===== src/rtl/cdb_arbiter.sv =====
`default_nettype none
// +------------------------------------------------------------------------+
// | Module      : cdb_arbiter                                               |
// | Description : Round-robin arbiter placing one result per cycle from the |
// |               add, mul and load units onto a registered common data bus |
// | Revision    : 1.0  initial release                                      |
// +------------------------------------------------------------------------+
module cdb_arbiter #(
  parameter int DATA_W = 16,
  parameter int TAG_W  = 3,
  parameter int CNT_W  = 8
) (
  input  logic              clk1,
  input  logic              rst_n,
  input  logic              flush,
  input  logic              add_valid,
  input  logic [TAG_W-1:0]  add_tag,
  input  logic [DATA_W-1:0] add_data,
  output logic              add_ready,
  input  logic              mul_valid,
  input  logic [TAG_W-1:0]  mul_tag,
  input  logic [DATA_W-1:0] mul_data,
  output logic              mul_ready,
  input  logic              ld_valid,
  input  logic [TAG_W-1:0]  ld_tag,
  input  logic [DATA_W-1:0] ld_data,
  output logic              ld_ready,
  output logic              cdb_valid,
  output logic [TAG_W-1:0]  cdb_tag,
  output logic [DATA_W-1:0] cdb_data,
  output logic [1:0]        cdb_src,
  output logic [CNT_W-1:0]  conflict_cnt
);

  localparam int NSRC = 3;

  // Producer-side signals gathered into arrays indexed add=0, mul=1, ld=2.
  logic [NSRC-1:0]   in_valid;
  logic [TAG_W-1:0]  in_tag  [NSRC];
  logic [DATA_W-1:0] in_data [NSRC];
  logic [NSRC-1:0]   ready;

  // Holding slots and round-robin state.
  logic [NSRC-1:0]   occ;
  logic [TAG_W-1:0]  slot_tag  [NSRC];
  logic [DATA_W-1:0] slot_data [NSRC];
  logic [1:0]        last;

  // Arbitration results.
  logic              gnt_any;
  logic [1:0]        gnt_idx;
  logic [NSRC-1:0]   gnt_vec;
  logic              multi_occ;

  assign in_valid   = {ld_valid, mul_valid, add_valid};
  assign in_tag[0]  = add_tag;
  assign in_tag[1]  = mul_tag;
  assign in_tag[2]  = ld_tag;
  assign in_data[0] = add_data;
  assign in_data[1] = mul_data;
  assign in_data[2] = ld_data;

  assign add_ready = ready[0];
  assign mul_ready = ready[1];
  assign ld_ready  = ready[2];

  assign multi_occ = (occ[0] & occ[1]) | (occ[0] & occ[2]) | (occ[1] & occ[2]);

  // Round-robin pick among occupied slots, starting just after the last winner.
  always_comb begin
    logic [1:0] cur;
    gnt_any = 1'b0;
    gnt_idx = 2'd0;
    gnt_vec = '0;
    cur     = (last == 2'd2) ? 2'd0 : last + 2'd1;
    for (int k = 0; k < NSRC; k++) begin
      if (!flush && !gnt_any && occ[cur]) begin
        gnt_any      = 1'b1;
        gnt_idx      = cur;
        gnt_vec[cur] = 1'b1;
      end
      cur = (cur == 2'd2) ? 2'd0 : cur + 2'd1;
    end
  end

  // A slot accepts when empty or being drained this cycle; never depends on valid.
  for (genvar i = 0; i < NSRC; i++) begin : g_ready
    assign ready[i] = !flush && (!occ[i] || gnt_vec[i]);
  end

  // Slot capture/drain, CDB register, round-robin pointer and conflict counter.
  always_ff @(posedge clk1 or negedge rst_n) begin
    if (!rst_n) begin
      occ          <= '0;
      last         <= 2'd2;
      cdb_valid    <= 1'b0;
      cdb_tag      <= '0;
      cdb_data     <= '0;
      cdb_src      <= 2'd0;
      conflict_cnt <= '0;
      for (int i = 0; i < NSRC; i++) begin
        slot_tag[i]  <= '0;
        slot_data[i] <= '0;
      end
    end else if (flush) begin
      occ       <= '0;
      cdb_valid <= 1'b0;
    end else begin
      if (multi_occ && (conflict_cnt != {CNT_W{1'b1}})) begin
        conflict_cnt <= conflict_cnt + 1'b1;
      end
      cdb_valid <= gnt_any;
      if (gnt_any) begin
        cdb_tag  <= slot_tag[gnt_idx];
        cdb_data <= slot_data[gnt_idx];
        cdb_src  <= gnt_idx;
        last     <= gnt_idx;
      end
      for (int i = 0; i < NSRC; i++) begin
        if (in_valid[i] && ready[i]) begin
          occ[i]       <= 1'b1;
          slot_tag[i]  <= in_tag[i];
          slot_data[i] <= in_data[i];
        end else if (gnt_vec[i]) begin
          occ[i] <= 1'b0;
        end
      end
    end
  end

endmodule
`default_nettype wire


===== config.mk =====
export PLATFORM = sky130hd
export DESIGN_NAME = cdb_arbiter
export DESIGN_NICKNAME = d
export VERILOG_FILES = /design/src/rtl/cdb_arbiter.sv
export SDC_FILE = /design/constraint.sdc
export NUM_CORES = 1
export LEC_CHECK = 0
export ABC_CLOCK_PERIOD_IN_PS = 2860
export CAP_MARGIN = 30
export CORE_MARGIN = 2
export CORE_UTILIZATION = 53
export CTS_CLUSTER_SIZE = 40
export DETAILED_ROUTE_END_ITERATION = 8
export PLACE_DENSITY = 0.92
export SETUP_SLACK_MARGIN = 0.5
export SLEW_MARGIN = 20
export SYNTH_ARGS = -nofsm -noshare
export SYNTH_HDL_FRONTEND = slang
export SYNTH_SLANG_ARGS = --single-unit

===== constraint.sdc =====
create_clock -name clk1 -period 2.86 [get_ports clk1]
set_clock_uncertainty 0.05 [all_clocks]
set_input_delay 0.572 -clock clk1 [delete_from_list [all_inputs] [get_ports clk1]]
set_output_delay 0.572 -clock clk1 [all_outputs]
set_load 0.02 [all_outputs]

==> flow_metrics.py, run 1 <==
metrics = {
    "run_status": {
        "status": "finished, final reports clean",
    },
    "pwr": {
        "pwr-share-seq_pct": 50.3,
        "p_switching_mw": 1.08,
        "switching_share_pct": 30.9,
        "power_density_nw_per_um2": 676,
        "leakage_nw": 2.18,
        "combPwrFrac_pct": 27.6,
        "intPower_mw": 2.41,
        "ir_worst_vdd_v": 0.000383,
        "clkPwrFrac_pct": 22.1,
    },
    "clocking": {
        "cts_setup_buffers": 0,
        "worst_setup_hold_path_clk_slew_ns": 0.09,
        "clock_sinks": 91,
        "cts_tree": "yes",
        "cts_buffer_depth": 2,
        "numCtsBuffers": 9,
        "htree_levels": 3,
        "clkLatencyLatePin_ns": 0.34,
        "ctsRootBufferMaster": "clkbuf_8",
    },
    "worst_setup_path": {
        "r2r-start": "last[1]",
        "start_kind": "register",
        "worstSetupPathType": "reg -> out",
        "arrival_ns": 1.64,
        "worstSetupStartpoint": "occ[0]",
        "ff2ff_path_depth": 4,
        "cp_max_fo": 6,
        "crit_end": "add_ready",
        "crit_path_end_kind": "primary output",
        "rr_endpoint": "slot_data[25]",
        "required_ns": 2.24,
        "r2r_slack_ns": 0.81,
    },
    "yosys": {
        "synth_area_leader_cell": "dfrtp_1",
        "synth_area_leaders": "dfrtp_1, mux2_1, mux2i_1",
        "syn_avg_cell_area_sq_um": 13.5,
        "yosysMostFrequentCell": "dfrtp_1",
        "async_reset_ff_share_pct": 100,
        "yosys_register_bits": 91,
        "yosysTopAreaCellShare_pct": 57.4,
        "synth_cell_types": 39,
        "ys_seq_area_share_pct": 58.1,
        "synth_cells": 290,
        "synth.top_cells.by_count": "dfrtp_1, mux2_1, mux2i_1, nand3_1, nand2_1",
        "synth-warning-count": 0,
        "synth_ff_type": "dfrtp_1",
        "syn_nets": 354,
        "synth-edff-count": 0,
        "synth_area_sq_um": 3920,
    },
    "timing": {
        "finalCriticalPeriod_ns": 2.27,
        "finalHoldViolCount": 0,
        "worst_slew_pin_slew_ns": 0.785,
        "clock.fmax_mhz": 441,
        "slew_viol_final": 0,
        "maxSlewHeadroom_pct": 47.7,
        "setup_viol": 0,
        "grt_setup_unrepaired": "false",
        "finalCritPeriodShare_pct": 79.2,
        "fin_tns_setup_ns": 0,
    },
    "floorplanning": {
        "ios": 96,
        "core_area_sq_um": 7210,
        "start_util_pct": 54.4,
        "die_area_sq_um": 8100,
        "die_w_um": 90.0,
        "die_height_um": 90.0,
        "rows": 31,
    },
    "placement": {
        "port_buffers": 95,
        "placed_area_sq_um": 4980,
        "place.gp.congestion": 0.778,
        "dpl.cell_count": 475,
        "post-dp-hpwl_mm": 6.05,
    },
    "cells_and_area": {
        "area_growth_pct": 31.5,
        "antenna_cells": 0,
        "fillCellCount": 507,
        "layout-drive-gt1-share_pct": 13.0,
        "ff_latch_area_sq_um": 2280,
        "fin_util_pct": 71.5,
        "multiInputGateArea_sq_um": 1560,
        "fin_area_sq_um": 5160,
        "finalNonFillerCells": 491,
        "fin_nets": 451,
    },
    "drt": {
        "antenna_left": 0,
        "wl_per_cell_um": 17.0,
        "drt_iter0_drc": 125,
        "firstDrtPassIters": 4,
        "viasPerCell": 5.38,
        "routed.top_layer": "met4",
        "met3WireLength_um": 487,
        "dr_wl_met2_mm": 4.30,
        "met1Wirelength_mm": 3.45,
        "drcViolationCount": 0,
        "wl_mm": 8.35,
        "vias": 2643,
    },
    "hold_path": {
        "hp-class": "in -> async",
    },
    "grt": {
        "antenna_found_initial": 0,
        "grt_max_degree": 63,
        "overflow": 0,
        "grt_usage_pct": 21.8,
        "grt_pass1_wl_mm": 14.0,
        "grt_pass1_vias": 2871,
    },
    "job": {
        "maxCapViolations": 0,
    },
}
[layout by cell type, fill, tap and decap left out, types with 3 or more instances in the layout]
master	netlist	layout
mux2_1	47	47
clkinv_2	0	3
clkdlybuf4s50_1	0	90
a22oi_1	8	8
nand3_1	14	14
nand2b_1	3	3
a21o_1	3	3
xnor2_1	3	3
dfrtp_1	90	88
nor2_1	3	3
buf_4	1	6
mux2i_1	19	19
xor2_1	4	4
mux2_4	10	10
o211ai_1	12	12
a21oi_1	4	4
inv_1	5	5
nor3_1	4	4
clkbuf_8	0	10
o21ai_1	11	9
nand2_1	13	13
[critical path: stages, from the launching register on]
cell and delay, ns:
dfrtp_1 0.51, nor2b_1 0.22, o21ai_2 0.10, and2_1 0.16, dlygate4sd2_1 0.31
[routing by layer]
metal / global-route usage, % / vias to the layer above
li1: - / 1226
met4: 7.31 / 0
met3: 6.20 / 9
met2: 37.0 / 83
met1: 26.8 / 1325
met5: 0 / -
[registers in the layout, summed over array words and instances (netlist names)]
| name | cells |
|---|---|
| slot_tag | 9 |
| cdb_tag | 3 |
| cdb_data | 16 |
| cdb_valid | 1 |
| last | 1 |
| conflict_cnt | 8 |
| cdb_src | 2 |
| slot_data | 48 |
| occ | 3 |
[logic make-up (layout without fill, tap and decap cells)]
group	Yosys count	count (layout)	synth area share, %
simple gates	50	50	7.21
xor+xnor	7	7	1.56
fa+ha+maj	2	2	0.574
mux	77	77	22.5
flops	91	91	58.1
buf+inv	22	124	2.97
compound gates	41	41	7.12
[through the flow]
stage,power (mW),setup WS (ns),hold slack [ns]
2_1_floorplan,2.25,0.913,0.226
3_3_place_gp,2.69,0.241,0.422
6_report,3.49,0.595,0.255
3_5_place_dp,2.75,0.214,0.430
5_1_grt,3.67,0.507,0.301
4_1_cts,3.52,0.518,0.271
[worst min-delay path by stage]
stage | depth (start not counted) | endpoint
6_report | 1 | slot_data[40]
5_1_grt | 1 | slot_data[40]
4_1_cts | 1 | slot_tag[7]
3_5_place_dp | 1 | slot_tag[6]
3_3_place_gp | 1 | slot_data[35]
2_1_floorplan | 0 | cdb_data[0]
[power groups by stage]
stage	Clock (mW)	Sequential, mW	Combinational (mW)
global route	0.842	1.79	1.04
detailed placement	0	1.77	0.973
floorplan	0	1.86	0.395
finish	0.770	1.75	0.964
global placement	0	1.76	0.937
CTS	0.790	1.75	0.978
[what timing repair did]
action	4_1_cts	5_1_grt
setup endpoints to repair	3	3
pin swaps	0	0
hold buffers	0	0
endpoints found under the hold margin	0	0
resized for setup	8	5
[layout make-up]
class,count,share of cell area (%)
sequential,91,44.2
clock buffer,10,2.67
multi-input combinational,177,30.2
tap,99,2.40
inverter,7,0.509
clock inverter,6,0.752
timing repair buffer,101,19.3
Power figures use the tool's default switching activity.
==> run 2: changes to the inputs <==
ABC_CLOCK_PERIOD_IN_PS = 2000   (was 2860)
CORE_UTILIZATION = 44   (was 53)
PLACE_DENSITY = 0.82   (was 0.92)
clock period = 2 ns   (was 2.86 ns; I/O delays follow)
==> run 2 against run 1 <==
  * Hold slack better by 0.11 ns
  * Die area is 20% higher
  * Via count is 11% higher
  * Final cell count is 12% higher
  * Global-route usage is 1.1 points higher
  * Worst setup slack worse by 0.56 ns
  * Register-to-register slack worse by 0.75 ns
  * Clock power is 79% higher
  * Non-clock buffer count is 52 higher
  * Design area is 15% higher
  * Critical endpoint is now mul_ready
  * Clock-buffer cell count stayed put
  * Critical path type unchanged
  * Sequential power is 44% higher
==> flow_metrics.py, run 2 (synthesized netlist as in run 1, its figures left out) <==
metrics = {
    "run_status": {
        "status": "finished, final reports clean",
    },
    "job": {
        "maxCapViolations": 0,
    },
    "pwr": {
        "ir_worst_vdd_v": 0.000388,
        "total_power_mw": 5.63,
        "power_density_nw_per_um2": 950,
        "leakage_nw": 2.79,
    },
    "worst_setup_path": {
        "cp_slowest_stage_delay_ns": 0.62,
        "r2r-start": "occ[1]",
        "required_ns": 1.55,
        "rr_endpoint": "slot_data[7]",
        "worst_path_most_repeated_cell": "buf_6",
        "r2r_slack_ns": 0.06,
        "ff2ff_path_depth": 7,
        "crit_path_end_kind": "primary output",
        "arrival_ns": 1.51,
        "cp_max_fo": 5,
        "worstSetupPathType": "reg -> out",
        "cp_slowest_cell": "dfstp_2",
        "crit_chain": "buf_6 -> o221ai_4 -> and2_4 -> buf_6",
        "start_kind": "register",
    },
    "floorplanning": {
        "ios": 96,
        "die_area_sq_um": 9680,
        "core_area_sq_um": 8680,
        "rows": 34,
        "start_util_pct": 45.2,
        "die_w_um": 98.4,
        "die_height_um": 98.4,
    },
    "drt": {
        "drcViolationCount": 0,
        "vias": 2938,
        "firstDrtPassIters": 4,
        "antenna_left": 0,
        "viasPerCell": 5.32,
        "wl_mm": 10.6,
        "drt_iter0_drc": 110,
        "wl_per_cell_um": 19.2,
    },
    "placement": {
        "dpl.cell_count": 511,
        "port_buffers": 95,
        "post-dp-hpwl_mm": 6.90,
        "place.gp.congestion": 0.834,
    },
    "cells_and_area": {
        "fin_nets": 503,
        "layout-drive-gt1-share_pct": 41.9,
        "final_cell_mix": "dfrtp_1, clkdlybuf4s50_1, mux2_4",
        "reg.largest.list": "slot_data x48, cdb_data x16, slot_tag x9",
        "antenna_cells": 0,
        "layout_commonest_cell": "dfrtp_1",
        "fillCellCount": 635,
        "finalNonFillerCells": 552,
        "top_register": "slot_data",
        "area_growth_pct": 51.3,
        "largest_reg_flops": 48,
    },
    "grt": {
        "grt_pass1_wl_mm": 17.3,
        "grt_pass1_vias": 3216,
        "grt_usage_pct": 22.9,
        "grt_max_degree": 48,
        "overflow": 0,
        "antenna_found_initial": 0,
    },
    "hold_path": {
        "hp-class": "in -> async",
    },
    "timing": {
        "finalCriticalPeriod_ns": 1.96,
        "finalCritPeriodShare_pct": 98.2,
        "grt_setup_unrepaired": "true",
        "maxSlewHeadroom_pct": 65.2,
        "clock.fmax_mhz": 509,
        "worst_slew_pin_slew_ns": 0.520,
        "finalHoldViolCount": 0,
        "slew_viol_final": 0,
        "setup_viol": 0,
    },
    "clocking": {
        "htree_levels": 3,
        "worst_setup_hold_path_clk_slew_ns": 0.10,
        "clkLatencyLatePin_ns": 0.36,
        "cts_tree": "yes",
        "numCtsBuffers": 9,
        "ctsRootBufferMaster": "clkbuf_8",
        "clock_sinks": 91,
        "cts_buffer_depth": 2,
    },
}
[run 2: repair_timing]
action / in CTS / in global routing
buffers inserted: 13 / 8
endpoints found under the setup margin: 119 / 114
pin swaps: 6 / 3
hold endpoints to repair: 10 / 0
resized for setup: 158 / 28
cloned: 3 / 0
hold buffers: 1 / 0
[run 2: critical path: cells and delay by family, from the launching register on]
family,cells,cell delay (ns)
AO/OA/AOI/OAI,1,0.12
buffers and inverters,2,0.26
flip-flops,1,0.62
AND/OR/NAND/NOR,1,0.16
[run 2: final cells by class]
class / instances / area (sq um) / area share (%)
well taps: 108 / 135 / 2.28
flip-flops and latches: 91 / 2280 / 38.5
clock buffers: 10 / 128 / 2.15
multi-input cells: 177 / 1810 / 30.5
clock inverters: 6 / 90.1 / 1.52
repair buffers: 153 / 1460 / 24.6
inverters: 7 / 26.3 / 0.443
[run 2: worst max-delay path by stage]
stage,start,endpoint,cells after the start
detailed placement,flush,cdb_data[2],6
CTS,last[1],mul_ready,4
global route,last[1],mul_ready,4
finish,last[1],mul_ready,4
global placement,flush,ld_ready,4
floorplan,flush,cdb_data[0],6
[run 2: metal layers]
metal	part of all wire [%]	GRT usage, %	routed length [um]
met1	42	29.0	4440
met2	52	39.3	5510
met3	4.0	4.87	425
met4	2.0	7.48	214
met5	0	0	0
[run 2: metrics by stage]
step	setup TNS (ns)	util, %	hold slack (ns)	area (sq um)	worst slack (ns)
final	0	68.4	0.362	5930	0.0369
after global routing	0	68.4	0.360	5930	0.0000371
after CTS	0	68.8	0.355	5970	0.0510
after detailed placement	-5.60	61.9	0.207	5380	-0.325
after global placement	-4.54	61.9	0.203	5380	-0.246
after floorplan	0	-	0.0544	4080	0.253
[run 2: power breakdown]
group          internal [mW]  total (mW)  switching [mW]  leakage [nW]
Combinational          0.960        1.74           0.777          1.60
Clock                  0.707        1.38           0.668         0.106
Sequential              2.23        2.52           0.296          1.09
==> run 3: changes to the inputs <==
REMOVE_ABC_BUFFERS = 1   (was default)
==> run 3 against run 2 <==
  * The run now ends with negative setup slack left
  * Worst setup slack got worse by 0.097 ns
  * Non-clock buffer count rose by 11
  * Design area rose by 2.3%
  * Critical path depth rose by 5
  * Combinational power rose by 4%
  * Clock-buffer cell count did not move
  * Flip-flop and latch count did not move
  * Maximum frequency fell by 4.7%
  * Final cell count rose by 2.0%
  * Critical path type is now reg -> reg
  * Largest cell class unchanged
==> flow_metrics.py, run 3 (synthesized netlist as in run 1, its figures left out) <==
metrics = {
    "run_status": {
        "status": "finished, violations left",
        "violations": "negative setup slack",
    },
    "clocking": {
        "ctsRootBufferMaster": "clkbuf_8",
        "worst_setup_hold_path_clk_slew_ns": 0.10,
        "htree_levels": 3,
        "clkLatencyLatePin_ns": 0.36,
        "numCtsBuffers": 9,
        "cts_tree": "yes",
        "clock_sinks": 91,
        "cts_buffer_depth": 2,
    },
    "drt": {
        "wl_per_cell_um": 21.2,
        "viasPerCell": 5.44,
        "antenna_left": 0,
        "wl_mm": 11.9,
        "drt_iter0_drc": 90,
        "drcViolationCount": 0,
        "firstDrtPassIters": 5,
        "vias": 3064,
    },
    "floorplanning": {
        "ios": 96,
        "start_util_pct": 45.2,
        "die_height_um": 98.4,
        "core_area_sq_um": 8680,
        "die_area_sq_um": 9680,
        "rows": 34,
        "die_w_um": 98.4,
    },
    "timing": {
        "clock.fmax_mhz": 485,
        "slew_viol_final": 0,
        "maxSlewHeadroom_pct": 62.7,
        "finalCritPeriodShare_pct": 103,
        "grt_setup_unrepaired": "true",
        "worst_hold_slack_ns": 0.432,
        "fin_tns_setup_ns": -0.548,
        "setup_viol": 17,
        "finalHoldViolCount": 0,
        "finalWorstSetupSlack_ns": -0.0598,
        "finalCriticalPeriod_ns": 2.06,
        "worst_slew_pin_slew_ns": 0.557,
    },
    "grt": {
        "grt_use_met1_pct": 28.6,
        "use_met2_pct": 42.5,
        "use_met3_pct": 5.73,
        "grt_pass1_vias": 3261,
        "antenna_found_initial": 0,
        "overflow": 0,
        "grt.busiest_layer": "met2",
        "grt_pass1_wl_mm": 17.8,
        "grt_max_degree": 48,
        "grt_usage_pct": 24.1,
    },
    "worst_setup_path": {
        "cp_slowest_cell": "dfstp_2",
        "cp_max_fo": 5,
        "cp_slowest_stage_delay_ns": 0.64,
        "worstSetupStartpoint": "last[1]",
        "worstSetupPathType": "reg -> reg",
        "worst_path_most_repeated_cell": "buf_6",
        "path_buf_inv": 5,
        "crit_path_end_kind": "register",
        "required_ns": 2.21,
        "worst_path_dominant_cell_family": "flip-flops",
        "crit_chain": "nor2b_4 -> buf_6 -> buf_6 -> o31ai_4 -> buf_4 -> buf_6 -> buf_16 -> mux2i_1 -> o21ai_1",
        "arrival_ns": 2.27,
        "start_kind": "register",
        "r2r-start": "last[1]",
    },
    "cells_and_area": {
        "fin_nets": 514,
        "layout_commonest_cell": "dfrtp_1",
        "antenna_cells": 0,
        "layout-drive-gt1-share_pct": 40.7,
        "ff_latch_area_sq_um": 2280,
        "area_growth_pct": 54.8,
        "fin_util_pct": 70.0,
        "fillCellCount": 609,
        "reg.largest.list": "slot_data x48, cdb_data x16, slot_tag x9",
        "multiInputGateArea_sq_um": 1790,
        "top_register": "slot_data",
        "finalNonFillerCells": 563,
        "final_cell_mix": "dfrtp_1, clkdlybuf4s50_1, mux2_4",
        "largest_reg_flops": 48,
    },
    "placement": {
        "port_buffers": 95,
        "place.gp.congestion": 0.816,
        "post-dp-hpwl_mm": 7.01,
        "place_ws_ns": -0.408,
        "dpl.cell_count": 512,
    },
    "pwr": {
        "power_density_nw_per_um2": 917,
        "ir_worst_vdd_v": 0.000455,
        "leakage_nw": 2.81,
    },
    "job": {
        "maxCapViolations": 0,
    },
    "hold_path": {
        "hp-class": "in -> async",
    },
}
==> run 3: layout make-up <==
cell class                 instances  share of cell area [%]
inverter                           7                   0.474
clock inverter                     6                    1.07
sequential                        91                    37.6
multi-input combinational        177                    29.4
clock buffer                      10                    2.10
timing repair buffer             164                    27.1
tap                              108                    2.23
==> run 3: power breakdown <==
part	total [mW]	switching, mW	internal (mW)
Combinational	1.81	0.840	0.970
Clock	1.25	0.666	0.581
Sequential	2.51	0.287	2.22
==> run 3: per-stage QoR <==
stage	instance area [sq um]	total power, mW
2_1_floorplan	3830	3.20
5_1_grt	6070	5.83
4_1_cts	5980	5.46
3_5_place_dp	5290	4.03
3_3_place_gp	5290	3.95
6_report	6070	5.57
==> run 3: worst paths after layout <==
kind	end	slack (ns)	cells after the start
worst max-delay path	cdb_data[10]	-0.06	9
worst min-delay path	slot_data[42]	0.43	2
worst max register to register	cdb_data[10]	-0.06	9
worst min register to register	slot_data[35]	0.45	1
max in group asynchronous	last[1]	0.82	3
min in group clk1	slot_data[35]	0.45	1
==> run 3: repair_timing <==
action | 4_1_cts | 5_1_grt
gates resized for setup | 156 | 58
hold buffers | 1 | 0
endpoints found under the setup margin | 120 | 116
pin swaps | 9 | 21
hold endpoints to repair | 25 | 0
cloned | 5 | 0
setup buffers | 19 | 10
==> run 3: per-layer routing <==
metal / routed length (um) / part of all wire [%]
met4: 464 / 3.9
met3: 490 / 4.1
met5: 0 / 0
met2: 6330 / 53
met1: 4640 / 39
